`config.mk`:
```
export PLATFORM = sky130hd
export DESIGN_NAME = pipeline_stall_ctrl
export DESIGN_NICKNAME = d
export VERILOG_FILES = /design/src/rtl/pipeline_stall_ctrl.sv
export SDC_FILE = /design/constraint.sdc
export NUM_CORES = 1
export LEC_CHECK = 0
export CAP_MARGIN = 25
export CORE_UTILIZATION = 49
export DETAILED_ROUTE_END_ITERATION = 10
export HOLD_SLACK_MARGIN = 0.06
export PLACE_DENSITY = 0.83
export SYNTH_ARGS = -nofsm -noshare
export SYNTH_HDL_FRONTEND = slang
export SYNTH_SLANG_ARGS = --single-unit
```
`constraint.sdc`:
```
create_clock -name clk -period 3.4 [get_ports clk]
set_clock_uncertainty 0.2 [all_clocks]
set_input_delay 0.85 -clock clk [delete_from_list [all_inputs] [get_ports clk]]
set_output_delay 0.85 -clock clk [all_outputs]
set_load 0.01 [all_outputs]
```
`src/rtl/pipeline_stall_ctrl.sv`:
```
// pipeline_stall_ctrl
// Central hazard/stall controller for the 5-stage LC-3b pipeline.
// Merges icache, dcache, divide/multiply and load-use stalls plus the
// MEM-stage branch flush into per-register load/bubble enables. It also
// keeps a registered stall-class FSM and a sticky stall watchdog.
//
// Optional build macro: STALL_PERF_CNT_EN adds perf_ex_cycles and
// perf_mem_cycles, which are free-running EX_WAIT / MEM_WAIT cycle counters.
//
// Handshake with the divide/multiply unit: stall_X=1 means the unit is busy.
// flow_X=1 means the unit may complete in this cycle. flow_X never depends
// on stall_X, so the unit may drop stall_X combinationally in a flow_X=1
// cycle without forming a loop. When it does, the class falls through to
// the lower priorities in the same cycle. kill_X=1 aborts any operation in
// progress, and the unit returns to idle.
module pipeline_stall_ctrl #(
  parameter int WD_LIMIT = 1024,
  parameter int WD_W     = 16
) (
  input  logic       clk,
  input  logic       reset,
  input  logic       icache_stall,
  input  logic       dcache_stall,
  input  logic       stall_X,
  input  logic       flush_req,
  input  logic       ex_valid,
  input  logic       ex_is_load,
  input  logic [2:0] ex_dr,
  input  logic       id_use_sr1,
  input  logic       id_use_sr2,
  input  logic [2:0] id_sr1,
  input  logic [2:0] id_sr2,
  output logic       ld_pc,
  output logic       ld_if_id,
  output logic       ld_id_ex,
  output logic       ld_ex_mem,
  output logic       ld_mem_wb,
  output logic       bub_if_id,
  output logic       bub_id_ex,
  output logic       bub_ex_mem,
  output logic       flow_X,
  output logic       kill_X,
  output logic [2:0] stall_class,
  output logic       stall_timeout
`ifdef STALL_PERF_CNT_EN
  ,
  output logic [31:0] perf_ex_cycles,
  output logic [31:0] perf_mem_cycles
`endif
);

  localparam logic [2:0] CLS_RUN      = 3'd0;
  localparam logic [2:0] CLS_IF_WAIT  = 3'd1;
  localparam logic [2:0] CLS_HAZ      = 3'd2;
  localparam logic [2:0] CLS_EX_WAIT  = 3'd3;
  localparam logic [2:0] CLS_MEM_WAIT = 3'd4;
  localparam logic [2:0] CLS_FLUSH    = 3'd5;

  logic            load_use;
  logic [2:0]      cur_class;
  logic [WD_W-1:0] wd_cnt;
  logic [WD_W-1:0] wd_next;

  assign load_use = ex_valid & ex_is_load &
                    ((id_use_sr1 & (id_sr1 == ex_dr)) |
                     (id_use_sr2 & (id_sr2 == ex_dr)));

  // The divide unit may complete whenever MEM is not frozen and no flush is pending.
  assign flow_X = ~dcache_stall & ~flush_req;

  // Select the stall class of this cycle by strict priority.
  always_comb begin
    cur_class = CLS_RUN;
    if (dcache_stall)      cur_class = CLS_MEM_WAIT;
    else if (flush_req)    cur_class = CLS_FLUSH;
    else if (stall_X)      cur_class = CLS_EX_WAIT;
    else if (load_use)     cur_class = CLS_HAZ;
    else if (icache_stall) cur_class = CLS_IF_WAIT;
  end

  // Decode the class into register load, bubble and kill enables.
  always_comb begin
    ld_pc      = 1'b0;
    ld_if_id   = 1'b0;
    ld_id_ex   = 1'b0;
    ld_ex_mem  = 1'b0;
    ld_mem_wb  = 1'b0;
    bub_if_id  = 1'b0;
    bub_id_ex  = 1'b0;
    bub_ex_mem = 1'b0;
    kill_X     = 1'b0;
    case (cur_class)
      CLS_RUN: begin
        ld_pc     = 1'b1;
        ld_if_id  = 1'b1;
        ld_id_ex  = 1'b1;
        ld_ex_mem = 1'b1;
        ld_mem_wb = 1'b1;
      end
      CLS_FLUSH: begin
        // The redirect must land even when the fetch side is stalled.
        ld_pc      = 1'b1;
        ld_if_id   = 1'b1;
        ld_id_ex   = 1'b1;
        ld_ex_mem  = 1'b1;
        ld_mem_wb  = 1'b1;
        bub_if_id  = 1'b1;
        bub_id_ex  = 1'b1;
        bub_ex_mem = 1'b1;
        kill_X     = 1'b1;
      end
      CLS_EX_WAIT: begin
        ld_ex_mem  = 1'b1;
        ld_mem_wb  = 1'b1;
        bub_ex_mem = 1'b1;
      end
      CLS_HAZ: begin
        ld_id_ex  = 1'b1;
        bub_id_ex = 1'b1;
        ld_ex_mem = 1'b1;
        ld_mem_wb = 1'b1;
      end
      CLS_IF_WAIT: begin
        ld_if_id  = 1'b1;
        bub_if_id = 1'b1;
        ld_id_ex  = 1'b1;
        ld_ex_mem = 1'b1;
        ld_mem_wb = 1'b1;
      end
      default: begin
        // MEM_WAIT: everything holds.
      end
    endcase
  end

  // Next watchdog count: clear on progress, otherwise saturating increment.
  always_comb begin
    wd_next = wd_cnt;
    if (cur_class == CLS_RUN || cur_class == CLS_FLUSH) wd_next = '0;
    else if (!(&wd_cnt))                                wd_next = wd_cnt + WD_W'(1);
  end

  // Register the stall class, the watchdog count and the sticky timeout flag.
  always_ff @(posedge clk) begin
    if (reset) begin
      stall_class   <= CLS_RUN;
      wd_cnt        <= '0;
      stall_timeout <= 1'b0;
    end else begin
      stall_class <= cur_class;
      wd_cnt      <= wd_next;
      if (wd_next >= WD_W'(WD_LIMIT)) stall_timeout <= 1'b1;
    end
  end

`ifdef STALL_PERF_CNT_EN
  // Count EX_WAIT and MEM_WAIT cycles; these counters wrap naturally.
  always_ff @(posedge clk) begin
    if (reset) begin
      perf_ex_cycles  <= '0;
      perf_mem_cycles <= '0;
    end else begin
      if (cur_class == CLS_EX_WAIT)  perf_ex_cycles  <= perf_ex_cycles + 32'd1;
      if (cur_class == CLS_MEM_WAIT) perf_mem_cycles <= perf_mem_cycles + 32'd1;
    end
  end
`endif

endmodule

```
==> summary.md <==
| Metric | Value |
|---|---|
| DP Wirelength | 1.93 mm |
| Minimum clock period | 3290 ps |
| Clock Tree Buf Depth | 2 |
| Most common cell after layout, fill and taps aside | clkdlybuf4s50_1 |
| Die span in y | 49.1 um |
| Num rows | 16 |
| CTS root buffer | clkbuf_4 |
| Most frequent cells in the layout | 24 x clkdlybuf4s50_1, 20 x dfxtp_1, 18 x nor2_1 |
| Later-pin clock latency in the skew report | 310 ps |
| Post-DP Area | 0.00145 mm2 |
| I/O Pins | 33 |
| Largest net degree at the start of global routing | 18 |
| Yosys reg bits | 20 |
| Seq/Total Area, Yosys | 0.369 |
| Post-synth top area cell | dfxtp_1 |
| WP buf/inv | 2 |
| GRT Util Overall | 0.243 |
| Routed Antenna Nets | 0 |
| Chip width | 49.1 um |
| Worst vdd ir | 217 uV |
| CORE AREA | 0.00202 mm2 |
| Post-Syn Nets | 150 |
| CP Launch Type | primary input |
| Area added between synthesis and finish | 38.9% |
| Xor/xnor share of the synthesized area | 0.121 |
| DRC | 0 |
| Final #Nets | 188 |
| Vias/cell | 5.46 |
| Worst path max stage delay | 470 ps |
| CP delay by family, top | buffers and inverters |
| Mapped Cells | 130 |
| Outcome | complete, no violations |
| Inserted Clock Buffers | 3 |
| Simple-Gate Fraction of Synth Area | 0.302 |
| Synth top area share | 0.369 |
| Count of cell types in the netlist | 35 |
| Port-buffer cells | 32 |
| Fin util | 0.745 |
| Ys async rst share | 0 |
| Post-Route WL | 2.51 mm |
| Top_reg_cell synth | dfxtp_1 |
| Critical Path RT | 2350 ps |
| Largest family of logic cells by synthesized area | simple AND/OR/NAND/NOR gates |
| P_leak | 0.553 nW |
| Number of flops mapped to enable cells by yosys | 0 |
| CP Cell Sequence | clkdlybuf4s50_1, xnor2_1, nand4_1, a21oi_2, or2_4, o21ai_2, clkdlybuf4s15_2 |
| Critical-path maximum fanout | 4 |
| Initial DRC Count | 32 |
| Synth warnings | 0 |
| CTS H-tree depth | 1 |
| CTS clk-pin slew, worst paths | 110 ps |
| Via count | 1,059 |
| Placed Instances | 190 |
| Worst slew margin | 0.478 |
| Initial antenna violation count | 0 |
| Share of cells above drive strength 1 | 0.144 |
| Post-DR wirelength/cell | 12.9 um |
| Syn_area_per_cell | 8.34 um2 |
| First-pass GRT wire length | 4.47 mm |
| # setup viols final | 0 |
| RSZ-0062 raised after global routing | false |
| Max stage delay cell, worst path | clkdlybuf4s50_1 |
| First-pass DRT Iterations | 4 |
| Cell Area, Synth | 0.00108 mm2 |
| Final Non-Filler Cells | 194 |
| Post-synthesis mux area share | 0.0277 |
| Final Cycle Share | 0.966 |
| Hold Vio Cnt, Final | 0 |
| Critical path class | in -> out |
| Max Slew Vio Count | 0 |
| Post-CTS Setup Inserts | 0 |
| Starting density of the core | 0.537 |
| Compound-Gate Fraction of Synth Area | 0.140 |
| Area contributors post-synth | dfxtp_1 37%, xnor2_1 10%, nor2_1 6.2% |
| Post-Synth Adder-Cell Area | 0.0115 |
| Vias in the first global route | 1,069 |
| CP Capture Type | primary output |
| Max-cap violations | 0 |
| Ant. Diodes | 0 |
| Congestion Overflow GR | 0 |
| CTS tree | yes |
| Sinks on the clock net | 20 |
| Fmax | 0.304 GHz |
| Die area | 0.00241 mm2 |
| Worst hold path class | reg -> reg |
| Gpl congestion | 0.833 |
| Power per cell area | 306 mW/mm2 |
| Design area | 0.00151 mm2 |
| Crit path DAT | 2240 ps |
| Slew @ Worst Pin | 776 ps |
## state kept, by name, indices dropped and copies added, names as in the netlist
signal         count
wd_cnt            16
stall_class        3
stall_timeout      1
## power breakdown
part	switching, W	leakage [nW]	internal [W]	total, W
clock	0.0000755	0.0210	0.0000655	0.000141
combinational	0.0000335	0.370	0.0000462	0.0000798
sequential	0.00000225	0.162	0.000238	0.000240
total	0.000111	0.553	0.000350	0.000461
## final cells by class
class	count	area [um2]
clock buffer	4	36.3
multi-input combinational	103	672
timing repair buffer	36	349
inverter	4	15.0
tap	27	33.8
fill	154	515
sequential	20	400
## what timing repair did
action                                 CTS  global route
gates resized for setup                 15             8
pin swaps                                0             3
endpoints found under the hold margin    0             0
hold buffers                             0             0
setup endpoints to repair                4             4
## cell families after synthesis
kind of cell / after synthesis
compound gates: 22
xor+xnor: 15
fa+ha+maj: 1
buf+inv: 7
flops: 20
mux: 3
simple gates: 62
## Yosys cell counts (2+ instances only)
cell / instances
nand4_1: 6
nand2b_1: 4
a21oi_1: 10
mux2i_1: 3
xnor2_1: 13
nor2_1: 18
nand3_1: 3
nor3_1: 5
and3_1: 4
o21ai_0: 4
inv_1: 4
nand2_1: 12
xor2_1: 2
dfxtp_1: 20
a211oi_1: 2
## worst min-delay path: stages, from the launching register on
cell     delay, ps
dfxtp_1        340
nand2_1         60
a21oi_1         60
## stage by stage
| step | TNS [ps] | worst slack (ps) | hold slack, ps | power, W |
|---|---|---|---|---|
| 4_1_cts | 0 | 1.51 | 292 | 0.000462 |
| 3_5_place_dp | -1350 | -407 | 275 | 0.000326 |
| 2_1_floorplan | 0 | 570 | 254 | 0.000277 |
| 5_1_grt | 0 | 8.26 | 336 | 0.000482 |
| 3_3_place_gp | -1230 | -356 | 265 | 0.000325 |
| 6_report | 0 | 115 | 288 | 0.000461 |
## worst paths after layout
kind	slack, ps	cells after the start	endpoint	from
worst min-delay path	290	2	wd_cnt[1]	wd_cnt[1]
worst min register to register	290	2	wd_cnt[1]	wd_cnt[1]
worst max register to register	1200	6	wd_cnt[6]	wd_cnt[0]
worst max-delay path	110	7	bub_if_id	id_sr1[1]
## routing by layer
layer	GRT usage	wire, um	up-vias
li1	-	-	535
met1	0.255	990	471
met2	0.447	1270	48
met3	0.0654	194	5
met4	0.108	52	0
met5	0	0	-
(Power assumes the default switching activity.)
